## src/rtl/xwys_pkg.sv

```systemverilog
// Shared widths, iteration count and FSM state type for the xwys 32/16 signed divider.
package xwys_pkg;

    localparam int DIVIDEND_W = 32;
    localparam int DIVISOR_W  = 16;
    localparam int ITER_N     = 32;

    typedef enum logic [1:0] {
        ST_IDLE = 2'd0,
        ST_CALC = 2'd1,
        ST_FIX  = 2'd2,
        ST_DONE = 2'd3
    } state_t;

    // Two's-complement magnitude; -2^31 maps to 2^31 when the result is read as unsigned.
    function automatic logic [DIVIDEND_W-1:0] mag32(input logic [DIVIDEND_W-1:0] v);
        return v[DIVIDEND_W-1] ? (~v + 1'b1) : v;
    endfunction

endpackage

```

## src/rtl/xwys_div_step.sv

```systemverilog
// One restoring-division iteration: shift the next dividend bit in, trial subtract, emit quotient bit.
module xwys_div_step
    import xwys_pkg::*;
(
    input  logic [DIVIDEND_W:0]   rem_in,
    input  logic [DIVIDEND_W-1:0] quo_in,
    input  logic [DIVIDEND_W-1:0] dvs,
    output logic [DIVIDEND_W:0]   rem_out,
    output logic [DIVIDEND_W-1:0] quo_out
);

    logic [DIVIDEND_W+1:0] shifted;
    logic [DIVIDEND_W+1:0] trial;

    always_comb begin
        shifted = {rem_in, quo_in[DIVIDEND_W-1]};
        trial   = shifted - {2'b00, dvs};
        // Borrow out of the top bit means the divisor did not fit: restore.
        if (!trial[DIVIDEND_W+1]) begin
            rem_out = trial[DIVIDEND_W:0];
            quo_out = {quo_in[DIVIDEND_W-2:0], 1'b1};
        end else begin
            rem_out = shifted[DIVIDEND_W:0];
            quo_out = {quo_in[DIVIDEND_W-2:0], 1'b0};
        end
    end

endmodule

```

## src/rtl/xwys_div_16.sv

```systemverilog
// Sequential signed 32/16 divider with 34-cycle fixed latency and valid/ready handshakes.
// Define XWYS_DIV_SAT_EN to saturate q on overflow instead of wrapping to the low 16 bits.
module xwys_div_16
    import xwys_pkg::*;
(
    input  logic                  clk,
    input  logic                  rst,
    input  logic                  in_valid,
    output logic                  in_ready,
    input  logic [DIVIDEND_W-1:0] dividend,
    input  logic [DIVISOR_W-1:0]  divisor,
    output logic                  out_valid,
    input  logic                  out_ready,
    output logic [DIVISOR_W-1:0]  q,
    output logic [DIVISOR_W-1:0]  r,
    output logic                  ovf,
    output logic                  dz
);

    localparam logic [4:0] LAST_ITER = 5'(ITER_N - 1);

    state_t                state;
    logic [4:0]            cnt;
    logic [DIVIDEND_W:0]   rem;
    logic [DIVIDEND_W:0]   rem_nx;
    logic [DIVIDEND_W-1:0] quo;
    logic [DIVIDEND_W-1:0] quo_nx;
    logic [DIVIDEND_W-1:0] dvs_mag;
    logic                  sd;
    logic                  ss;
    logic                  dvs_zero;
    logic [DIVISOR_W-1:0]  dvd_lo;

    logic                  q_neg;
    logic [DIVIDEND_W:0]   q_true;
    logic                  ovf_fix;
    logic [DIVISOR_W-1:0]  r_mag;
    logic [DIVISOR_W-1:0]  r_fix;
    logic [DIVISOR_W-1:0]  q_fix;

    assign in_ready = (state == ST_IDLE);

    xwys_div_step u_step (
        .rem_in  (rem),
        .quo_in  (quo),
        .dvs     (dvs_mag),
        .rem_out (rem_nx),
        .quo_out (quo_nx)
    );

    // Sign application; remainder magnitude is below |divisor| <= 2^15 so 16 bits hold it.
    always_comb begin
        q_neg   = sd ^ ss;
        q_true  = q_neg ? ((DIVIDEND_W+1)'(0) - {1'b0, quo}) : {1'b0, quo};
        ovf_fix = q_neg ? (quo > 32'd32768) : (quo > 32'd32767);
        r_mag   = rem[DIVISOR_W-1:0];
        r_fix   = sd ? (16'd0 - r_mag) : r_mag;
`ifdef XWYS_DIV_SAT_EN
        q_fix   = ovf_fix ? (q_neg ? 16'h8000 : 16'h7FFF) : q_true[DIVISOR_W-1:0];
`else
        q_fix   = q_true[DIVISOR_W-1:0];
`endif
        if (dvs_zero) begin
            q_fix   = sd ? 16'h8000 : 16'h7FFF;
            r_fix   = dvd_lo;
            ovf_fix = 1'b0;
        end
    end

    always_ff @(posedge clk) begin
        if (rst) begin
            state     <= ST_IDLE;
            cnt       <= '0;
            rem       <= '0;
            quo       <= '0;
            dvs_mag   <= '0;
            sd        <= 1'b0;
            ss        <= 1'b0;
            dvs_zero  <= 1'b0;
            dvd_lo    <= '0;
            out_valid <= 1'b0;
            q         <= '0;
            r         <= '0;
            ovf       <= 1'b0;
            dz        <= 1'b0;
        end else begin
            case (state)
                ST_IDLE: begin
                    if (in_valid) begin
                        sd       <= dividend[DIVIDEND_W-1];
                        ss       <= divisor[DIVISOR_W-1];
                        quo      <= mag32(dividend);
                        dvs_mag  <= mag32({{(DIVIDEND_W-DIVISOR_W){divisor[DIVISOR_W-1]}}, divisor});
                        dvs_zero <= (divisor == '0);
                        dvd_lo   <= dividend[DIVISOR_W-1:0];
                        rem      <= '0;
                        cnt      <= '0;
                        state    <= ST_CALC;
                    end
                end
                ST_CALC: begin
                    rem <= rem_nx;
                    quo <= quo_nx;
                    cnt <= cnt + 5'd1;
                    if (cnt == LAST_ITER)
                        state <= ST_FIX;
                end
                ST_FIX: begin
                    q     <= q_fix;
                    r     <= r_fix;
                    ovf   <= ovf_fix;
                    dz    <= dvs_zero;
                    state <= ST_DONE;
                end
                ST_DONE: begin
                    // out_valid rises one cycle after the registered result lands.
                    if (!out_valid) begin
                        out_valid <= 1'b1;
                    end else if (out_ready) begin
                        out_valid <= 1'b0;
                        state     <= ST_IDLE;
                    end
                end
                default: state <= ST_IDLE;
            endcase
        end
    end

endmodule

```

## config.mk

```make
export PLATFORM = sky130hd
export DESIGN_NAME = xwys_div_16
export DESIGN_NICKNAME = d
export VERILOG_FILES = /design/src/rtl/xwys_pkg.sv /design/src/rtl/xwys_div_step.sv /design/src/rtl/xwys_div_16.sv
export SDC_FILE = /design/constraint.sdc
export NUM_CORES = 1
export LEC_CHECK = 0
export CORE_MARGIN = 5
export CORE_UTILIZATION = 45
export CTS_CLUSTER_DIAMETER = 80
export DETAILED_ROUTE_END_ITERATION = 7
export PLACE_DENSITY = 0.62
export SLEW_MARGIN = 20
export SYNTH_ARGS = -nofsm -noshare
export SYNTH_HDL_FRONTEND = slang
export SYNTH_SLANG_ARGS = --single-unit
```

## constraint.sdc

```tcl
create_clock -name clk -period 5.2 [get_ports clk]
set_clock_uncertainty 0.2 [all_clocks]
set_input_delay 1.04 -clock clk [delete_from_list [all_inputs] [get_ports clk]]
set_output_delay 1.04 -clock clk [all_outputs]
set_load 0.02 [all_outputs]
```

Word level (Yosys, flattened, before mapping) --
Cells that the tools add are included.
Storage, ports and cells: output and inout bits 36, bits of input ports 52, logic and storage cells 63, register bits after elaboration 158
Cells by class: multiplexer cells 24, add/subtract/negate cells 6, $lt $le $gt $ge 2, reduce and logical (&&, ||, !) cells 6, bitwise operators 3, equal/unequal tests 8
Operator list (number):
- two-way mux 32 bit | 3
- two-way mux 16 bit | 5
- two-way mux 33 bit | 2
- one-hot mux 33 bit (2 select lines) | 1
- adder 32 x 1 -> 32 bit (second input constant) | 2
- NOT 32 bit | 2
- one-hot mux 32 bit (2 select lines) | 1
- subtractor 34 x 32 -> 34 bit | 1
- greater-than comparator 32 x 15 -> 1 bit (second input constant) | 1
- greater-than comparator 32 x 16 -> 1 bit (second input constant) | 1
- subtractor 1 x 16 -> 16 bit (first input constant) | 2
- logical NOT 16 bit | 1
- one-hot mux 5 bit (2 select lines) | 1
- two-way mux 2 bit | 4
- inequality test 2 bit (second input constant) | 4
- one-hot mux 2 bit (4 select lines) | 1
- adder 5 x 1 -> 5 bit (second input constant) | 1
- equality test 5 bit (second input constant) | 1
- two-way mux 1 bit | 5
- two-way mux 5 bit | 1
- equality test 2 bit (second input constant) | 2
- AND reduction 2 bit | 2
- AND reduction 4 bit | 1
- equality test 2 x 1 -> 1 bit (second input constant) | 1
- other kinds (3) | 3

Longest topological paths before layout --
depth after elaboration 5, depth in mapped cells 14

Hierarchy --
From an unflattened synthesis, not the netlist that was laid out.
Second synthesis, totals: cell total of the unflattened synthesis 1298, area, all modules 10472.5 um2
Modules (own cells, without submodules):
- xwys_div_16 | cells each 961, instances 1, area each 8026.4 um2
- xwys_div_step | cells each 337, instances 1, area each 2446.1 um2

Least setup slack after synthesis --
OpenSTA, ideal clock, no wires.
path type input -> register, start input port dividend[8], end register quo[28], slack 1.854 ns, data required time 4.868 ns, buffers on the path 0, arrival time 3.014 ns, stages 9, cell sequence or4_1 -> nor3_2 -> nand3_1 -> or3_1 -> o31ai_1 -> xor2_1 -> nand2_1 -> o211ai_1 -> a21oi_1
Between the ends: cells in the longest elaborated chain, start to end 5
Ends and longest elaborated chain:
- start: declaration | line xwys_div_16.sv:10 | input logic [DIVIDEND_W-1:0] dividend,
- NOT 32 bit | line xwys_pkg.sv:17 | return v[DIVIDEND_W-1] ? (~v + 1'b1) : v;
- adder 32 x 1 -> 32 bit | line xwys_pkg.sv:17
- two-way mux 32 bit | line xwys_pkg.sv:17
- two-way mux 32 bit | line xwys_div_16.sv:89 | if (in_valid) begin
- one-hot mux 32 bit (2 select lines) | line xwys_div_16.sv:87 | case (state)
- end signal: assignment | line xwys_div_16.sv:92 | quo <= mag32(dividend);
- end signal: assignment | line xwys_div_16.sv:103 | quo <= quo_nx;
- end: declaration | line xwys_div_16.sv:26 | logic [DIVIDEND_W-1:0] quo;
No other way between the ends. The select of a mux whose other input is x is not followed. A chain may end at the register's enable or synchronous reset.

Worst setup path after layout --
start register quo[31], end register rem[25]
Between the ends: cells in the longest elaborated chain, start to end 3
Ends and longest elaborated chain:
- subtractor 34 x 32 -> 34 bit | line xwys_div_step.sv:17 | trial = shifted - {2'b00, dvs};
- two-way mux 33 bit | line xwys_div_step.sv:19 | if (!trial[DIVIDEND_W+1]) begin
- one-hot mux 33 bit (2 select lines) | line xwys_div_16.sv:87
- end signal: assignment | line xwys_div_16.sv:102 | rem <= rem_nx;
- end: declaration | line xwys_div_16.sv:24 | logic [DIVIDEND_W:0] rem;
No other way between the ends.

==> out/qor.txt <==
Worst EP arrival: 3.88 ns
crit path launch type: flip-flop
top post-synthesis cells by area: dfxtp_1 32%, nand2_1 8.7%, mux2i_1 6.1%
Critical Path Start: quo[31]
Final period util: 0.730
post-synthesis sequential area ratio: 0.324
share of cells above drive strength 1: 0.0551
Critical Path Stages: 13
vias per std cell: 5.50
DR WL/cell: 15.6 microns
Tot Pwr: 0.00634 W
DR pass1 iterations: 7
max layer used: met4
fin area: 0.0114 sq mm
Final #Nets: 1406
Final Hold Fails: 0
area grow syn2layout: 16.5%
detailed-route via count: 8816
Die Wd: 157 microns
Synth top area share: 0.324
number of synthesis warnings: 0
initial DRC count: 494
RSZ-0062 raised after global routing: false
area of the multi-input gates: 0.00607 sq mm
R2R Path Start: quo[31]
WHS Endpoint: dvs_mag[22]
met3 wire length: 932 microns
Max IR drop VDD: 0.405 mV
die area: 0.0248 sq mm
hpwl dp: 17.7 mm
EDFF count, synth: 0
Initial Util: 0.452
status: completed
Yosys top cell by area: dfxtp_1
Num Clock Sinks: 158
Req. time, crit path: 5.28 ns
critical-path cell list: inv_1 > ha_1 > nand2b_1 > a21oi_1 > o21ai_1 > a21oi_1 > o21ai_1 > a211oi_2 > mux2i_1 > nor2_4 > buf_4 > mux2i_1 > o21ai_1
vias in the first global route: 8278
Netlist cell types: 66
FILL cells: 2146
r2r worst-path depth: 13
Most used DFF post-synth: dfxtp_1
worst setup margin: 1.41 ns
Antenna Cells: 0
Setup crit end kind: flip-flop
Final setup viols: 0
mapped cell area: 0.00977 sq mm
first-pass GRT wire length: 41.8 mm
maximum clock insertion buffer count: 2
post-CTS resize count: 0
CP bufs+invs: 2
Max-slew headroom: 0.337
core area: 0.0216 sq mm
Placed Area: 0.0108 sq mm
FMAX: 0.264 GHz
hold depth: 2
postcts setup bufs: 0
pin count of the biggest net entering global routing: 72
Slew Limit Fails: 0
Crit-path slowest cell: buf_4
Mapped Nets: 1371
R2R Setup Slk: 1.41 ns
post-layout min period: 3.79 ns
initial antenna violation count: 0
Hold Crit Start: dvs_mag[22]
Lkg Pwr: 4.33 nW
fraction of registers with async set/reset: 0
H-tree depth: 4
post-synthesis register bit count: 158
CTS tree: yes
met2 wire length: 11.7 mm
critical path peak fanout: 26
pre-CTS WS: 1.03 ns
cell area power density: 557 mW/mm^2
PortBufs: 87
Synth top cells by count: 227 x nand2_1, 158 x dfxtp_1, 95 x a21oi_1
CTS hold repair buffers: 0
Finished Core Util: 0.526
post-synthesis instance total: 1276
grt ovf: 0
drt total wl: 25.0 mm
crit path kind: flip-flop to flip-flop
Final ANT Viol Nets: 0
count leader, synth: nand2_1
GR Util All Layers: 0.204
io pins: 88
Skew-Pair Late Insertion Delay: 0.43 ns
row count: 54
delay-heaviest family, CP: compound AO/OA/AOI/OAI gates
CTS root buf: clkbuf_16
Max Cap Violations: 0
M1 WL: 12.1 mm
hold crit path type: flip-flop to flip-flop
RD Place Congestion: 0.840
FF/Latch Area: 0.00316 sq mm
DRC Markers: 0
die height: 157 microns
slowest stage delay, CP: 0.45 ns
Worst-path clk slew: 0.07 ns
Worst-Margin Slew: 0.994 ns
most used cell, CP: o21ai_1
Setup TNS: 0 ns
CTS buffer count: 17
Worst R2R End: rem[25]
Avg Inst Size Synth: 7.65 sq um
==> placed cells by master, fill, tap and decap left out, drive strengths merged, types with 5 or more instances in the layout <==
master,count
a211oi,31
a21o,12
a21oi,95
a221oi,7
a31oi,8
buf,14
clkbuf,21
clkdlybuf4s50,86
dfxtp,158
ha,42
inv,58
mux2i,60
nand2,228
nand2b,16
nand3,10
nand4,8
nor2,84
nor3,31
nor4,9
o211ai,20
o21ai,112
o21bai,11
o22ai,9
o31ai,21
o41ai,6
or2,6
or3,18
or4,5
xnor2,31
xor2,58
==> layer usage <==
layer,global-route usage,vias to the layer above
met3,0.0267,22
met1,0.289,4094
met2,0.331,161
met5,0,-
met4,0.0528,0
li1,-,4539
==> worst register-to-register path, delay by kind of cell (launching register included) <==
family	cells	cell delay, ns
flip-flops	1	0.37
multiplexers	2	0.52
buffers and inverters	2	0.57
adder cells (fa/ha/maj)	1	0.27
AND/OR/NAND/NOR	2	0.50
AO/OA/AOI/OAI	6	1.22
==> worst max path at each step <==
stage,endpoint,slack (ns)
2_1_floorplan,quo[28],1.85
4_1_cts,rem[25],1.37
3_3_place_gp,quo[28],1.07
5_1_grt,rem[25],1.05
6_report,rem[25],1.41
3_5_place_dp,quo[28],1.03
==> through the flow <==
step | std cells | hold WS (ns)
floorplan | 1276 | 0.228
global placement | 1572 | 0.242
CTS | 1604 | 0.253
detailed placement | 1572 | 0.245
finish | 1604 | 0.249
global route | 1604 | 0.272
==> layout make-up <==
class,count,area share
multi-input cells,978,0.533
flip-flops and latches,158,0.278
repair buffers,100,0.0849
clock buffers,21,0.0413
well taps,280,0.0308
inverters,56,0.0185
clock inverters,11,0.0135
==> cells by family after synthesis <==
logic type	count (synthesis)	synth area share
flops	158	0.324
fa+ha+maj	43	0.0559
xor+xnor	89	0.0798
buf+inv	140	0.0565
compound gates	354	0.225
mux	60	0.0615
simple gates	432	0.197
==> report_power, final <==
part	switching [W]	total, W	internal [W]
registers	0.000262	0.00171	0.00145
logic	0.00191	0.00331	0.00140
clock network	0.000519	0.00132	0.000800
total	0.00269	0.00634	0.00365
==> registers in the layout, summed over array words and instances (netlist names) <==
register and cells:
q 16, dz 1, sd 1, cnt 5, state 2, ss 1, quo 32, out_valid 1
ovf 1, dvs_zero 1, dvd_lo 16, r 16, rem 33, dvs_mag 32
No activity file was read; power rests on OpenSTA's default activity.
